**src/rtl/adc_word_unpacker.sv**
```systemverilog
// Buffers packed 8x16-bit CH1/CH2 ADC words in per-channel FIFOs and replays
// them as a paired 16-bit sample stream with a valid/ready handshake.

module adc_word_fifo #(
  parameter int DEPTH = 4,
  parameter int W     = 128
) (
  input  logic                     clk_100M,
  input  logic                     ch_A_rst_n,
  input  logic                     clear,
  input  logic                     push,
  input  logic                     pop,
  input  logic [W-1:0]             din,
  output logic [W-1:0]             dout,
  output logic [$clog2(DEPTH):0]   level
);
  localparam int AW = $clog2(DEPTH);

  logic [W-1:0] mem [DEPTH];
  logic [AW:0]  wr_ptr, rd_ptr;

  always_ff @(posedge clk_100M or negedge ch_A_rst_n) begin
    if (!ch_A_rst_n) begin
      wr_ptr <= '0;
      rd_ptr <= '0;
    end else if (clear) begin
      wr_ptr <= '0;
      rd_ptr <= '0;
    end else begin
      if (push) wr_ptr <= wr_ptr + 1'b1;
      if (pop)  rd_ptr <= rd_ptr + 1'b1;
    end
  end

  // On a full FIFO a simultaneous push overwrites the slot being popped;
  // dout is read combinationally before the edge, so the old word is taken.
  always_ff @(posedge clk_100M) begin
    if (push) mem[wr_ptr[AW-1:0]] <= din;
  end

  assign dout  = mem[rd_ptr[AW-1:0]];
  assign level = wr_ptr - rd_ptr;
endmodule

module adc_word_unpacker #(
  parameter int FIFO_DEPTH = 4,
  parameter int CNT_W      = 32
) (
  input  logic             clk_100M,
  input  logic             ch_A_rst_n,
  input  logic             clear,
  input  logic [127:0]     word_ch1,
  input  logic             word_stb_ch1,
  input  logic [127:0]     word_ch2,
  input  logic             word_stb_ch2,
  input  logic             smp_ready,
  output logic [15:0]      smp_ch1,
  output logic [15:0]      smp_ch2,
  output logic             smp_valid,
  output logic             smp_first,
  output logic             smp_last,
  output logic [CNT_W-1:0] word_count,
  output logic             overflow_ch1,
  output logic             overflow_ch2,
  output logic             pair_err
);
  localparam int AW = $clog2(FIFO_DEPTH);
  localparam logic [AW:0]   FULL_LVL = (AW+1)'(FIFO_DEPTH);
  localparam logic [AW+1:0] ONE      = (AW+2)'(1);

  typedef enum logic [1:0] {IDLE, LOAD, EMIT} state_t;

  state_t                 state;
  logic [1:0][127:0]      word_in, head, shift;
  logic [1:0]             stb, full, nonempty, push, drop;
  logic [1:0][AW:0]       level;
  logic [2:0]             lane;
  logic                   pop, both_ne, imbalance;
  logic [AW+1:0]          lvl1, lvl2;

  assign word_in = {word_ch2, word_ch1};
  assign stb     = {word_stb_ch2, word_stb_ch1};
  assign pop     = (state == LOAD) && !clear;

  for (genvar c = 0; c < 2; c++) begin : g_ch
    assign full[c]     = (level[c] == FULL_LVL);
    assign nonempty[c] = (level[c] != '0);
    assign push[c]     = stb[c] && !clear && (!full[c] || pop);
    assign drop[c]     = stb[c] && !clear && full[c] && !pop;

    adc_word_fifo #(.DEPTH(FIFO_DEPTH), .W(128)) u_fifo (
      .clk_100M   (clk_100M),
      .ch_A_rst_n (ch_A_rst_n),
      .clear      (clear),
      .push       (push[c]),
      .pop        (pop),
      .din        (word_in[c]),
      .dout       (head[c]),
      .level      (level[c])
    );
  end

  assign both_ne   = &nonempty;
  assign lvl1      = {1'b0, level[0]};
  assign lvl2      = {1'b0, level[1]};
  assign imbalance = (lvl1 > lvl2 + ONE) || (lvl2 > lvl1 + ONE);

  // Lane 0 sits at the top of each word, so the output is always the MSB slice.
  assign smp_ch1 = shift[0][127:112];
  assign smp_ch2 = shift[1][127:112];

  always_ff @(posedge clk_100M or negedge ch_A_rst_n) begin
    if (!ch_A_rst_n) begin
      state        <= IDLE;
      shift        <= '0;
      lane         <= '0;
      smp_valid    <= 1'b0;
      smp_first    <= 1'b0;
      smp_last     <= 1'b0;
      word_count   <= '0;
      overflow_ch1 <= 1'b0;
      overflow_ch2 <= 1'b0;
      pair_err     <= 1'b0;
    end else if (clear) begin
      state        <= IDLE;
      shift        <= '0;
      lane         <= '0;
      smp_valid    <= 1'b0;
      smp_first    <= 1'b0;
      smp_last     <= 1'b0;
      word_count   <= '0;
      overflow_ch1 <= 1'b0;
      overflow_ch2 <= 1'b0;
      pair_err     <= 1'b0;
    end else begin
      overflow_ch1 <= overflow_ch1 | drop[0];
      overflow_ch2 <= overflow_ch2 | drop[1];
      pair_err     <= pair_err | imbalance;
      case (state)
        IDLE: if (both_ne) state <= LOAD;
        LOAD: begin
          shift     <= head;
          lane      <= '0;
          smp_valid <= 1'b1;
          smp_first <= 1'b1;
          smp_last  <= 1'b0;
          state     <= EMIT;
        end
        EMIT: if (smp_ready) begin
          for (int c = 0; c < 2; c++) shift[c] <= {shift[c][111:0], 16'h0000};
          lane      <= lane + 3'd1;
          smp_first <= 1'b0;
          smp_last  <= (lane == 3'd6);
          if (lane == 3'd7) begin
            word_count <= word_count + 1'b1;
            smp_valid  <= 1'b0;
            smp_last   <= 1'b0;
            state      <= both_ne ? LOAD : IDLE;
          end
        end
        default: state <= IDLE;
      endcase
    end
  end
endmodule
```
**config.mk**
```make
export PLATFORM = sky130hd
export DESIGN_NAME = adc_word_unpacker
export DESIGN_NICKNAME = d
export VERILOG_FILES = /design/src/rtl/adc_word_unpacker.sv
export SDC_FILE = /design/constraint.sdc
export NUM_CORES = 1
export LEC_CHECK = 0
export CAP_MARGIN = 20
export CORE_ASPECT_RATIO = 1.5
export CORE_UTILIZATION = 48
export CTS_CLUSTER_SIZE = 24
export DETAILED_ROUTE_END_ITERATION = 8
export GPL_TIMING_DRIVEN = 0
export PLACE_DENSITY = 0.67
export SYNTH_ARGS = -nofsm -noshare
export SYNTH_HDL_FRONTEND = slang
export SYNTH_SLANG_ARGS = --single-unit
export TNS_END_PERCENT = 10
```
**constraint.sdc**
```tcl
create_clock -name clk_100M -period 15.7 [get_ports clk_100M]
set_clock_uncertainty 0.15 [all_clocks]
set_input_delay 3.14 -clock clk_100M [delete_from_list [all_inputs] [get_ports clk_100M]]
set_output_delay 3.14 -clock clk_100M [all_outputs]
set_load 0.05 [all_outputs]
```
After elaboration in Yosys (flattened, before gate mapping):

Memory sizes are Yosys's and may differ from the RTL's.
Index checks and enable logic that the tools add are counted.

* register bits: 311
* memory bits (writable): 1024
* input bits: 262
* output and inout port bits: 70
* word-level logic and storage cells: 114
* memories: 2

* $add $sub $neg: 10
* magnitude comparators: 2
* equality and inequality tests: 9
* mux-type cells: 42
* bitwise logic cells: 3
* reductions and logical operators: 31

Memories
* g_ch[0].u_fifo.mem: depth 4, width 128, read ports 1, clocked after Yosys merged registers in 0, write ports 1, line 19 `logic [W-1:0] mem [DEPTH];`
* g_ch[1].u_fifo.mem: depth 4, width 128, read ports 1, clocked after Yosys merged registers in 0, write ports 1, line 19

Operator list (number)
* 2-to-1 mux 256 bit: 2
* one-hot mux 256 bit (2 select lines): 1
* 2-to-1 mux 32 bit: 4
* adder 32 x 1 -> 32 bit (second input constant): 1
* 2-to-1 mux 3 bit: 10
* 2-to-1 mux 1 bit: 16
* adder 3 x 1 -> 3 bit (second input constant): 5
* equality test 3 bit (second input constant): 4
* nonzero test 2 bit: 6
* logical AND 1 bit: 9
* inequality test 3 bit (second input constant): 3
* AND reduction 3 bit: 3
* nonzero test 3 bit: 3
* adder 3 x 1 -> 4 bit (second input constant): 2
* greater-than comparator 3 x 4 -> 1 bit: 2
* 2-to-1 mux 2 bit: 4
* one-hot mux 1 bit (2 select lines): 3
* one-hot mux 2 bit (3 select lines): 1
* one-hot mux 3 bit (2 select lines): 1
* subtractor 3 bit: 2
* logical NOT 1 bit: 4
* AND reduction 2 bit: 2
* logical OR 1 bit: 3
* bitwise OR 1 bit: 3
* other kinds (3): 3

Logic depth before layout (Yosys ltp):

* word-level depth: 8
* gate-level depth with buffers: 11
* depth with buffers taken out: 11

Cells and area by module:

A second synthesis with hierarchy kept.

* cells, all modules: 2788
* area, all modules: 52595.4 µm²

Modules (own cells, without submodules)
* adc_word_fifo: instances 2, cells an instance 706, area each 18883.1 µm², sequential area each 15524.9 µm²
* adc_word_unpacker: instances 1, cells an instance 1376, area each 14829.2 µm², sequential area each 7482.2 µm²

Worst setup path after synthesis:

No wires, ideal clock.

* path type: in2reg
* from: input clear
* to: memory g_ch[1].u_fifo.mem[0][0] (enable)
* library setup time: 798 ps
* arrival time: 12878 ps
* required time: 14752 ps
* path slack: 1874 ps
* stages on the path: 3
* buffers on the path: 2
* path through: clkbuf_1 > buf_1 > nor3b_1

* longest elaborated chain between the ends: 6
* elaborated cells between the ends (all ways): 7
* those cells by class: mux (2); reduce/logical (5)

RTL lines
* start, declared: line 51 `input logic clear,`
* logical NOT 1 bit *: line 83, 88
* logical AND 1 bit: line 83 `assign pop = (state == LOAD) && !clear;`
* logical OR 1 bit: line 88 `assign push[c] = stb[c] && !clear && (!full[c] || pop);`
* logical AND 1 bit *: line 88
* 2-to-1 mux 1 bit *: line 38 `if (push) mem[wr_ptr[AW-1:0]] <= din;`
* 2-to-1 mux 1 bit (not written as such) *: line 38
* end, declared: line 19

Mark *: on every way between the ends. The rest lies on a longest branch, timed or not.

Worst setup path after layout:

* from: input clear
* to: memory g_ch[0].u_fifo.mem[1][55] (enable)

* longest elaborated chain between the ends: 6
* elaborated cells between the ends (all ways): 7
* those cells by class: mux (2); reduce/logical (5)

RTL lines (line)
* logical NOT 1 bit *: 83, 88
* logical AND 1 bit: 83
* logical OR 1 bit: 88
* logical AND 1 bit *: 88
* 2-to-1 mux 1 bit *: 38
* 2-to-1 mux 1 bit (not written as such) *: 38
* end, declared: 19

Marked as above.

==> flow_summary_export.csv <==
group,metric,value,unit
critical_path,r2r_start,"g_ch[0].u_fifo.rd_ptr[1]$_DFFE_PN0P_",
routing,vias,27048,
yosys,synth_mux_area_share,15.6,%
layout,final_cell_mix,"1,024 x edfxtp_1, 330 x clkdlybuf4s50_1, 311 x dfrtp_1",
yosys,netlist_instances,2762,
clock_tree,cts_made_buffers,118,
critical_path,worstPathRequired,15.97,ns
yosys,synth-adder-area-share,0.684,%
critical_path,criticalPathCategory,"in2reg",
layout,final_nets,3623,
timing,final.setup.tns,0,ns
yosys,ys_seq_elements,1335,
place,dp_hpwl,92100,µm
clock_tree,clk_pin_slew,0.06,ns
yosys,synth.distinct_cells,54,
clock_tree,holdBufCountCts,0,
yosys,synth_compound_area_share,3.61,%
critical_path,critPathLaunch,"clear",
grt,grt_max_degree,91,
layout,stdcell_count,4864,
yosys,synth_area,51600,µm²
timing,finalCritPeriodShare,40.5,%
place,place.port_buffers,331,
yosys,synth_edf_count,1024,
power,power.total,9.27,mW
clock_tree,htree_levels,3,
clock_tree,post_cts_resized,0,
routing,ant_nets,0,
grt,grt_pass1_vias,29105,
routing,wire_per_inst,25.5,µm
status,status,"finished clean",
floorplan,fp.dieW,270,µm
timing,worst_slack,9.34,ns
floorplan,start_util,48.3,%
critical_path,start_kind,"input port",
min_path,hold_path.class,"reg2reg",
timing,finalCriticalPeriod,6.36,ns
yosys,synth_area_per_cell,18.7,µm²
place,pre_cts_ws,8.53,ns
yosys,synth-simple-area-share,3.10,%
floorplan,io_pins,332,
yosys,ys_seq_area_share,74.7,%
floorplan,dieArea,109000,µm²
routing,wl,124000,µm
flow_run,cap_violations,0,
clock_tree,clock_latency,0.73,ns
clock_tree,clock_path_buffers,3,
layout,area_growth,20.7,%
routing,drt_first_iter_violations,2105,
layout,layout_commonest_cell,"edfxtp_1",
clock_tree,root_buffer,"clkbuf_16",
floorplan,core_region_area,107000,µm²
clock_tree,cts.sink_count,1335,
routing,drc,0,
timing,setup_viol_count_final,0,
routing,drt_first_pass_iters,5,
place,numPlacedInstances,4629,
clock_tree,cts_tree,"yes",
power,power_per_cell_area,149,nW/µm²
timing,finalMaxSlewViolations,0,
yosys,synth_nets,3051,
critical_path,critPathMaxFanout,11,
grt,grt_usage,23.1,%
yosys,yosys_most_used_dff,"edfxtp_1",
place,routabilityCongestion,0.886,
grt,antenna_found_initial,37,
layout,drive_gt1_share,20.3,%
yosys,yosysWarnings,0,
power,p_leak,22.9,nW
min_path,hold_start,"shift[61]$_DFFE_PN0P_",
timing,rsz0062_at_grt,"false",
routing,viasPerCell,5.56,
critical_path,arrival,6.62,ns
floorplan,row_count,147,
grt,grt_pass1_wl,186000,µm
yosys,synth_top_family_by_area,"multiplexers",
critical_path,end_kind,"flop",
yosys,synthArstFlopShare,23.3,%
timing,hold_viol_final,0,
yosys,synth_xor_area_share,0.393,%
timing,worst_slew_pin_slew,1.05,ns
timing,max_freq,0.157,GHz
clock_tree,cts_setup_buffers,0,
power,vdd_drop_max,0.109,mV
grt,grt_overflow_total,0,
timing,timing.slew.headroom,30.1,%
floorplan,die_h,404,µm
-- cell type report --
cell class / instances / area (µm²)
Fill cell: 7867 / 44600
Sequential cell: 1335 / 38500
Multi-Input combinational cell: 1220 / 12100
Timing Repair Buffer: 452 / 4770
Clock buffer: 167 / 3470
Tap cell: 1415 / 1770
Buffer: 184 / 912
Clock inverter: 57 / 582
Inverter: 23 / 86.3
Antenna cell: 11 / 27.5
-- worst max-delay path, cell delays in order --
cell	delay, ns
clkdlybuf4s50_1	0.67
clkbuf_1	0.40
buf_1	0.41
nor3b_2	0.69
buf_6	0.25
buf_6	0.17
buf_6	0.17
buf_6	0.18
buf_6	0.19
buf_6	0.15
buf_6	0.17
-- per-stage QoR --
stage	cell area, µm²	utilization (%)	hold slack [ns]
CTS	62200	58.2	0.339
global placement	56700	53.0	0.311
detailed placement	58200	54.5	0.323
global route	62300	58.3	0.352
floorplan	51600	-	0.299
finish	62300	58.3	0.334
-- where the power goes --
part | switching (mW) | internal, mW | leakage [nW]
clock | 1.28 | 1.68 | 1.99
combinational | 1.04 | 0.832 | 7.47
sequential | 0.225 | 4.21 | 13.4
-- routing by layer --
layer  routed length, µm  global-route usage [%]
met1               44500                    26.2
met2               67400                    42.5
met3                7310                    4.72
met5                 310                       0
met4                4610                    9.24
-- synthesized netlist by cell type (10+ instances only) --
library cell,n,area (µm²)
a21oi_1,25,125
dfrtp_1,311,7780
mux2i_1,226,2260
nand3_1,18,90.1
clkbuf_1,47,176
buf_2,62,310
mux4_2,256,5770
a22o_1,32,280
nand2_1,253,950
xnor2_1,10,87.6
nor2_1,28,105
buf_1,26,97.6
buf_4,33,248
o21ai_0,239,1200
edfxtp_1,1024,30700
clkbuf_2,16,80.1
ha_1,25,313
inv_1,23,86.3
or4_1,10,75.1
-- worst paths after layout --
kind | end | cells past startpoint | slack [ns]
hold / removal | shift[61]$_DFFE_PN0P_ | 2 | 0.33
hold reg to reg | shift[61]$_DFFE_PN0P_ | 2 | 0.33
setup reg to reg | g_ch[0].u_fifo.mem[1][55]$_DFFE_PP_ | 15 | 10.06
min in group asynchronous | shift[60]$_DFFE_PN0P_ | 1 | 2.25
max in group asynchronous | word_count[12]$_DFFE_PN0P_ | 3 | 11.79
setup / recovery | g_ch[0].u_fifo.mem[1][55]$_DFFE_PP_ | 11 | 9.34
-- kinds of logic (layout without fill, tap and decap cells) --
logic type / after synthesis / count (layout)
compound gates: 326 / 326
xor+xnor: 20 / 20
fa+ha+maj: 27 / 27
simple gates: 362 / 362
mux: 485 / 485
flops: 1335 / 1335
other cells: 0 / 11
buf+inv: 207 / 883
-- registers in the layout (all words and copies together) (netlist names) --
signal              flops
smp_first               1
overflow_ch1            1
state                   2
smp_ch1                16
lane                    3
shift                 224
smp_valid               1
overflow_ch2            1
word_count             32
g_ch.u_fifo.wr_ptr      6
smp_last                1
g_ch.u_fifo.rd_ptr      6
smp_ch2                16
pair_err                1
g_ch.u_fifo.mem      1024
Note: power is estimated with default switching activity, not from simulation.
